File: config.mk
export PLATFORM = sky130hd
export DESIGN_NAME = uart_fifo
export DESIGN_NICKNAME = d
export VERILOG_FILES = /design/src/rtl/uart_pkg.sv /design/src/rtl/uart_fifo_mem.sv /design/src/rtl/uart_fifo.sv
export SDC_FILE = /design/constraint.sdc
export NUM_CORES = 1
export LEC_CHECK = 0
export CAP_MARGIN = 30
export CORE_MARGIN = 3
export CORE_UTILIZATION = 30
export CTS_BUF_LIST = sky130_fd_sc_hd__clkbuf_4 sky130_fd_sc_hd__clkbuf_8
export CTS_CLUSTER_SIZE = 16
export DETAILED_ROUTE_END_ITERATION = 7
export GPL_TIMING_DRIVEN = 0
export HOLD_SLACK_MARGIN = 0.12
export PLACE_DENSITY_LB_ADDON = 0.05
export SLEW_MARGIN = 0
export SYNTH_ARGS = -nofsm -noshare
export SYNTH_HDL_FRONTEND = slang
export SYNTH_HIERARCHICAL = 1
export SYNTH_SLANG_ARGS = --single-unit
File: constraint.sdc
create_clock -name clk -period 2.7 [get_ports clk]
set_input_delay 0.675 -clock clk [delete_from_list [all_inputs] [get_ports clk]]
set_output_delay 0.675 -clock clk [all_outputs]
set_load 0.05 [all_outputs]
File: src/rtl/uart_pkg.sv
// ---------------------------------------------------------------------------
// uart_pkg
// Shared constants for the UART byte FIFO: default entry width and depth
// exponent, width of the optional dropped-write counter, and the saturating
// update rule used by that counter.
// Optional feature macro: UART_FIFO_DROPCOUNT_EN (enables dropCount in uart_fifo).
// ---------------------------------------------------------------------------
package uart_pkg;

  localparam int unsigned DEFAULT_DATA_WIDTH  = 8;
  localparam int unsigned DEFAULT_LENGTH_BITS = 3;
  localparam int unsigned DROP_COUNT_WIDTH    = 16;

  // Next value of the dropped-write counter. A drop in the same cycle as a
  // clear leaves a count of one, so the event that just happened is not lost.
  function automatic logic [DROP_COUNT_WIDTH-1:0] drop_count_next(
    input logic [DROP_COUNT_WIDTH-1:0] current,
    input logic                        drop,
    input logic                        clear
  );
    logic [DROP_COUNT_WIDTH-1:0] result;
    result = current;
    if (clear) begin
      result = drop ? {{(DROP_COUNT_WIDTH-1){1'b0}}, 1'b1} : {DROP_COUNT_WIDTH{1'b0}};
    end else if (drop && (current != {DROP_COUNT_WIDTH{1'b1}})) begin
      result = current + {{(DROP_COUNT_WIDTH-1){1'b0}}, 1'b1};
    end else begin
      result = current;
    end
    return result;
  endfunction

endpackage

File: src/rtl/uart_fifo_mem.sv
// ---------------------------------------------------------------------------
// uart_fifo_mem
// Simple dual-port storage array for uart_fifo: DataWidth x (1 << LengthBits).
// One synchronous write port and one synchronous read port with a registered
// read output. The array itself is not reset; only the read register is.
// Ports:
//   clk, rst_n            clock, asynchronous active-low reset (read register)
//   wr_en_i/wr_addr_i/wr_data_i   write port
//   rd_en_i/rd_addr_i     read port; rd_data_o updates only when rd_en_i=1
//   rd_data_o             registered read data, holds between reads
// ---------------------------------------------------------------------------
module uart_fifo_mem
  import uart_pkg::*;
#(
  parameter int unsigned DataWidth  = DEFAULT_DATA_WIDTH,
  parameter int unsigned LengthBits = DEFAULT_LENGTH_BITS
) (
  input  logic                  clk,
  input  logic                  rst_n,
  input  logic                  wr_en_i,
  input  logic [LengthBits-1:0] wr_addr_i,
  input  logic [DataWidth-1:0]  wr_data_i,
  input  logic                  rd_en_i,
  input  logic [LengthBits-1:0] rd_addr_i,
  output logic [DataWidth-1:0]  rd_data_o
);

  localparam int unsigned BufferLength = 1 << LengthBits;

  logic [DataWidth-1:0] mem_q [BufferLength];
  logic [DataWidth-1:0] rd_data_q;

  // Storage write port; contents deliberately left unreset.
  always_ff @(posedge clk) begin
    if (wr_en_i) begin
      mem_q[wr_addr_i] <= wr_data_i;
    end
  end

  // Read register: captures the pre-edge contents, so a read and a write to
  // the same slot in one cycle (full FIFO) returns the old entry.
  always_ff @(posedge clk or negedge rst_n) begin
    if (!rst_n) begin
      rd_data_q <= {DataWidth{1'b0}};
    end else if (rd_en_i) begin
      rd_data_q <= mem_q[rd_addr_i];
    end
  end

  assign rd_data_o = rd_data_q;

endmodule

File: src/rtl/uart_fifo.sv
// ---------------------------------------------------------------------------
// uart_fifo
// Parametrised byte FIFO between the UART shift logic and the CPU register
// interface. Same-cycle read and write, occupancy-derived status, sticky
// overflow/underflow flags and a synchronous flush.
// Optional feature macro: UART_FIFO_DROPCOUNT_EN adds a 16-bit saturating
// dropCount output counting writes dropped while full.
// Ports:
//   clk, reset (async active-low), flush (sync clear of contents and flags)
//   dataWriteEnable/dataWrite      write request and data
//   dataReadEnable                 read request
//   dataReadAck/dataRead           registered read response (one cycle later)
//   count/empty/full/almostFull    occupancy status, decoded from count only
//   overflow/underflow             sticky error flags
//   dropCount                      (only with UART_FIFO_DROPCOUNT_EN)
//   clearFlags                     sync clear of sticky flags / drop counter
// ---------------------------------------------------------------------------
module uart_fifo
  import uart_pkg::*;
#(
  parameter int unsigned DataWidth       = DEFAULT_DATA_WIDTH,
  parameter int unsigned LengthBits      = DEFAULT_LENGTH_BITS,
  parameter int unsigned AlmostFullLevel = (1 << LengthBits) - 2
) (
  input  logic                  clk,
  input  logic                  reset,
  input  logic                  flush,
  input  logic                  dataWriteEnable,
  input  logic [DataWidth-1:0]  dataWrite,
  input  logic                  dataReadEnable,
  output logic                  dataReadAck,
  output logic [DataWidth-1:0]  dataRead,
  output logic [LengthBits:0]   count,
  output logic                  empty,
  output logic                  full,
  output logic                  almostFull,
  output logic                  overflow,
  output logic                  underflow,
`ifdef UART_FIFO_DROPCOUNT_EN
  output logic [DROP_COUNT_WIDTH-1:0] dropCount,
`endif
  input  logic                  clearFlags
);

  localparam int unsigned BufferLength = 1 << LengthBits;
  localparam logic [LengthBits:0]   FULL_COUNT        = (LengthBits+1)'(BufferLength);
  localparam logic [LengthBits:0]   ALMOST_FULL_COUNT = (LengthBits+1)'(AlmostFullLevel);
  localparam logic [LengthBits:0]   ZERO_COUNT        = {(LengthBits+1){1'b0}};
  localparam logic [LengthBits:0]   COUNT_ONE         = (LengthBits+1)'(1'b1);
  localparam logic [LengthBits-1:0] ZERO_PTR          = {LengthBits{1'b0}};
  localparam logic [LengthBits-1:0] PTR_ONE           = LengthBits'(1'b1);

  logic [LengthBits-1:0] wr_pos_q, wr_pos_d;
  logic [LengthBits-1:0] rd_pos_q, rd_pos_d;
  logic [LengthBits:0]   count_q, count_d;
  logic                  ack_q, ack_d;
  logic                  overflow_q, overflow_d;
  logic                  underflow_q, underflow_d;

  logic empty_s;
  logic full_s;
  logic rd_fire_s;
  logic wr_fire_s;
  logic wr_drop_s;
  logic rd_under_s;

  // Status is decoded from the registered occupancy only.
  assign empty_s = (count_q == ZERO_COUNT);
  assign full_s  = (count_q == FULL_COUNT);

  // Request qualification. A full FIFO still accepts a write when a read is
  // accepted in the same cycle; an empty FIFO never forwards a same-cycle
  // write to the read side. Flush suppresses every request.
  always_comb begin
    rd_fire_s  = 1'b0;
    wr_fire_s  = 1'b0;
    wr_drop_s  = 1'b0;
    rd_under_s = 1'b0;
    if (flush) begin
      rd_fire_s  = 1'b0;
      wr_fire_s  = 1'b0;
      wr_drop_s  = 1'b0;
      rd_under_s = 1'b0;
    end else begin
      rd_fire_s  = dataReadEnable && !empty_s;
      wr_fire_s  = dataWriteEnable && (!full_s || rd_fire_s);
      wr_drop_s  = dataWriteEnable && !wr_fire_s;
      rd_under_s = dataReadEnable && empty_s;
    end
  end

  // Next-state for pointers, occupancy, read acknowledge and sticky flags.
  always_comb begin
    wr_pos_d    = wr_pos_q;
    rd_pos_d    = rd_pos_q;
    count_d     = count_q;
    ack_d       = 1'b0;
    overflow_d  = overflow_q;
    underflow_d = underflow_q;
    if (flush) begin
      wr_pos_d    = ZERO_PTR;
      rd_pos_d    = ZERO_PTR;
      count_d     = ZERO_COUNT;
      ack_d       = 1'b0;
      overflow_d  = 1'b0;
      underflow_d = 1'b0;
    end else begin
      wr_pos_d = wr_fire_s ? (wr_pos_q + PTR_ONE) : wr_pos_q;
      rd_pos_d = rd_fire_s ? (rd_pos_q + PTR_ONE) : rd_pos_q;
      ack_d    = rd_fire_s;
      case ({wr_fire_s, rd_fire_s})
        2'b10:   count_d = count_q + COUNT_ONE;
        2'b01:   count_d = count_q - COUNT_ONE;
        default: count_d = count_q;
      endcase
      // A flag set in this cycle wins over clearFlags.
      if (wr_drop_s) begin
        overflow_d = 1'b1;
      end else if (clearFlags) begin
        overflow_d = 1'b0;
      end else begin
        overflow_d = overflow_q;
      end
      if (rd_under_s) begin
        underflow_d = 1'b1;
      end else if (clearFlags) begin
        underflow_d = 1'b0;
      end else begin
        underflow_d = underflow_q;
      end
    end
  end

  // Control state registers.
  always_ff @(posedge clk or negedge reset) begin
    if (!reset) begin
      wr_pos_q    <= ZERO_PTR;
      rd_pos_q    <= ZERO_PTR;
      count_q     <= ZERO_COUNT;
      ack_q       <= 1'b0;
      overflow_q  <= 1'b0;
      underflow_q <= 1'b0;
    end else begin
      wr_pos_q    <= wr_pos_d;
      rd_pos_q    <= rd_pos_d;
      count_q     <= count_d;
      ack_q       <= ack_d;
      overflow_q  <= overflow_d;
      underflow_q <= underflow_d;
    end
  end

  uart_fifo_mem #(
    .DataWidth  (DataWidth),
    .LengthBits (LengthBits)
  ) u_mem (
    .clk       (clk),
    .rst_n     (reset),
    .wr_en_i   (wr_fire_s),
    .wr_addr_i (wr_pos_q),
    .wr_data_i (dataWrite),
    .rd_en_i   (rd_fire_s),
    .rd_addr_i (rd_pos_q),
    .rd_data_o (dataRead)
  );

`ifdef UART_FIFO_DROPCOUNT_EN
  logic [DROP_COUNT_WIDTH-1:0] drop_cnt_q, drop_cnt_d;

  // Saturating dropped-write counter; flush and clearFlags both clear it.
  always_comb begin
    drop_cnt_d = drop_cnt_q;
    if (flush) begin
      drop_cnt_d = {DROP_COUNT_WIDTH{1'b0}};
    end else begin
      drop_cnt_d = drop_count_next(drop_cnt_q, wr_drop_s, clearFlags);
    end
  end

  // Dropped-write counter register.
  always_ff @(posedge clk or negedge reset) begin
    if (!reset) begin
      drop_cnt_q <= {DROP_COUNT_WIDTH{1'b0}};
    end else begin
      drop_cnt_q <= drop_cnt_d;
    end
  end

  assign dropCount = drop_cnt_q;
`endif

  assign dataReadAck = ack_q;
  assign count       = count_q;
  assign empty       = empty_s;
  assign full        = full_s;
  assign almostFull  = (count_q >= ALMOST_FULL_COUNT);
  assign overflow    = overflow_q;
  assign underflow   = underflow_q;

endmodule

==> flow_summary.toml <==
[run_status]
status = "complete, no violations"

[sta]
layout_setup_ws_ps = 94.3
hold_viol_final = 0
finalCriticalPeriod_ps = 2610
slew_violations = 0
rsz0062_at_grt = "no"
slew_headroom_pct = 33.6
skew_ps = 10.8
worst_pin_slew_ps = 992
setup_viol = 0
max_freq_ghz = 0.384
min_period_over_period_pct = 96.5

[clocking]
cts_tree = "built"
cts-root-buf = "clkbuf_8"
clk_latency_ps = 350
cts_num_sinks = 85
numCtsBuffers = 9
cts_setup_buffers = 0
clkTransAtPathRegs_ps = 70
clock_path_buffers = 2
htree_levels = 3
holdBufCountCts = 0

[routing]
firstDrtPassIters = 4
wire_per_inst_um = 19.1
vias = 2125
drt_iter0_drc = 95
final_antenna_net_count = 0
wl_um = 8420
viasPerCell = 4.82
drc_errors = 0

[die]
die_width_um = 116
fp.dieArea_um2 = 13500
io_pins = 32
initial_utilization_pct = 31.2
row_count = 39
die_height_um = 116
coreArea_um2 = 11600

[critical_path]
end_kind = "register"
critPathRequiredTime_ps = 2930
crit_arrival_ps = 2830
path_max_fanout = 8
critPathKind = "register to register"
crit_path_start_kind = "register"

[power_and_ir_drop]
irDropWorstVdd_mv = 0.456
seqPwrFrac_pct = 40.7
p_sw_mw = 1.48
power_frac_comb_pct = 37.7
switching_share_pct = 36.8
clockPowerShare_pct = 21.7
p_leak_nw = 1.59
p_per_area_nw_per_um2 = 913
p_int_mw = 2.54

[grt]
grt_pass1_vias = 2194
top_usage_layer = "met2"
grt_pass1_wl_um = 13200
use_met2_pct = 20.5
met3_usage_pct = 2.04
antenna_found_initial = 0
grt.overflow.total = 0
grt_max_degree = 17
grt_usage_pct = 13.6
met1_usage_pct = 19.5

[logic_synthesis]
synth_enable_flop_cells = 64
syn-instance-count = 248
syn_avg_cell_area_um2 = 14.6
synth.area.top_cells = "edfxtp_1 (53%), dfrtp_1 (14%), mux2i_1 (7.4%)"
async_flop_share_pct = 24.7
synth_top_area_share_pct = 53.0
synth_largest_area_cell = "edfxtp_1"
synth_ff_type = "edfxtp_1"
yosysWarnings = 6
yosysUniqueCellTypes = 38
netlist_area_um2 = 3630
ys_seq_area_share_pct = 67.4
synth_seq_cells = 85
synth_nets = 266

[final_layout]
syn_to_final_growth_pct = 21.3
nNetsFinal = 311
diodes = 0
drive_gt1_share_pct = 15.1
fillers = 1125
final_common_cell = "edfxtp_1"
fin_cells = 441
mostFrequentLayoutCells = "edfxtp_1 (64), mux2i_1 (27), clkdlybuf4s50_1 (26), nor2_1 (21), nor2b_1 (20)"

[flow_run]
cap_viol_max_count = 0

[placed_design]
port_buffers = 28
placed_cells = 425
dp_hpwl_um = 5550
dp_slack_ps = -291
gp_congestion = 0.664

[hold_path]
min-delay-path-class = "register to register"
[final timing paths]
check,start,endpoint,slack [ps],depth (start not counted)
max,count[1]$_DFFE_PN0P_,count[3]$_DFFE_PN0P_,90,8
min,rd_pos_q[2]$_DFFE_PN0P_,rd_pos_q[2]$_DFFE_PN0P_,560,2
max in group asynchronous,reset,count[3]$_DFFE_PN0P_,1570,2
max reg2reg,count[1]$_DFFE_PN0P_,count[3]$_DFFE_PN0P_,90,8
min reg2reg,rd_pos_q[2]$_DFFE_PN0P_,rd_pos_q[2]$_DFFE_PN0P_,560,2
min in group asynchronous,reset,u_mem/rd_data_o[5]$_DFFE_PN0P_,650,1
[area by class of cell]
cell class	count	area [µm²]	share of cell area, %
sequential	85	2450	55.7
buffer	14	97.6	2.22
clock inverter	7	66.3	1.51
clock buffer	9	124	2.81
timing repair buffer	34	360	8.19
tap	143	179	4.06
multi-input combinational	148	1120	25.5
inverter	1	3.75	0.0853
[cell usage after synthesis (all sizes together) (6+ instances only)]
library cell	number
mux2i	27
nand2	8
a211o	8
dfrtp	21
a21oi	6
nor2	24
edfxtp	64
a22oi	8
buf	10
nand3	8
a41o	8
nor2b	20
[routing by layer]
metal  share of wire [%]  wire, µm
met1                  49      4090
met2                  46      3900
met3                 3.3       281
met4                 1.8       153
met5                   0         0
[cell families after synthesis]
logic type	count (synthesis)	share of synthesized area, %
AO/OA/AOI/OAI	35	8.03
XOR/XNOR	8	1.93
adder cells (fa/ha/maj)	5	1.66
buffers and inverters	15	2.79
flip-flops	85	67.4
multiplexers	28	7.76
AND/OR/NAND/NOR	72	10.4
[flip-flops by register name, indices dropped and copies added (netlist names)]
| name | flops |
|---|---|
| dataReadAck | 1 |
| rd_pos_q | 3 |
| overflow | 1 |
| wr_pos_q | 3 |
| count | 4 |
| underflow | 1 |
| u_mem/rd_data_o | 8 |
| u_mem/mem_q | 64 |
[per-stage QoR]
| stage | utilization, % | hold WS (ps) | area [µm²] | setup TNS [ps] | total power [mW] |
|---|---|---|---|---|---|
| after detailed placement | 36.1 | 543 | 4200 | -2040 | 3.20 |
| after CTS | 37.9 | 568 | 4400 | 0 | 4.08 |
| after global routing | 37.9 | 595 | 4400 | 0 | 4.25 |
| after global placement | 35.4 | 543 | 4110 | -14640 | 3.18 |
| final | 37.9 | 561 | 4400 | 0 | 4.02 |
| after floorplan | - | 379 | 3650 | 0 | 2.72 |
[power groups by stage]
stage | registers (mW) | clock network (mW) | logic (mW)
after floorplan | 1.94 | 0 | 0.775
after global placement | 1.66 | 0 | 1.52
after detailed placement | 1.67 | 0 | 1.54
after CTS | 1.64 | 0.905 | 1.54
after global routing | 1.66 | 0.970 | 1.62
final | 1.64 | 0.870 | 1.51
[worst max-delay path, stage by stage (launching register included)]
cell,delay [ps]
dfrtp_2,420
buf_6,140
or4b_4,570
o21a_4,250
nor3_4,190
ha_4,250
a21oi_2,130
mux2i_1,220
mux2_1,330
[timing repair]
action / 4_1_cts / 5_1_grt
gates resized for setup: 5 / 1
pin swaps: 0 / 1
setup endpoints to repair: 3 / 2
gates cloned: 0 / 0
Note: power is estimated with default switching activity, not from simulation.
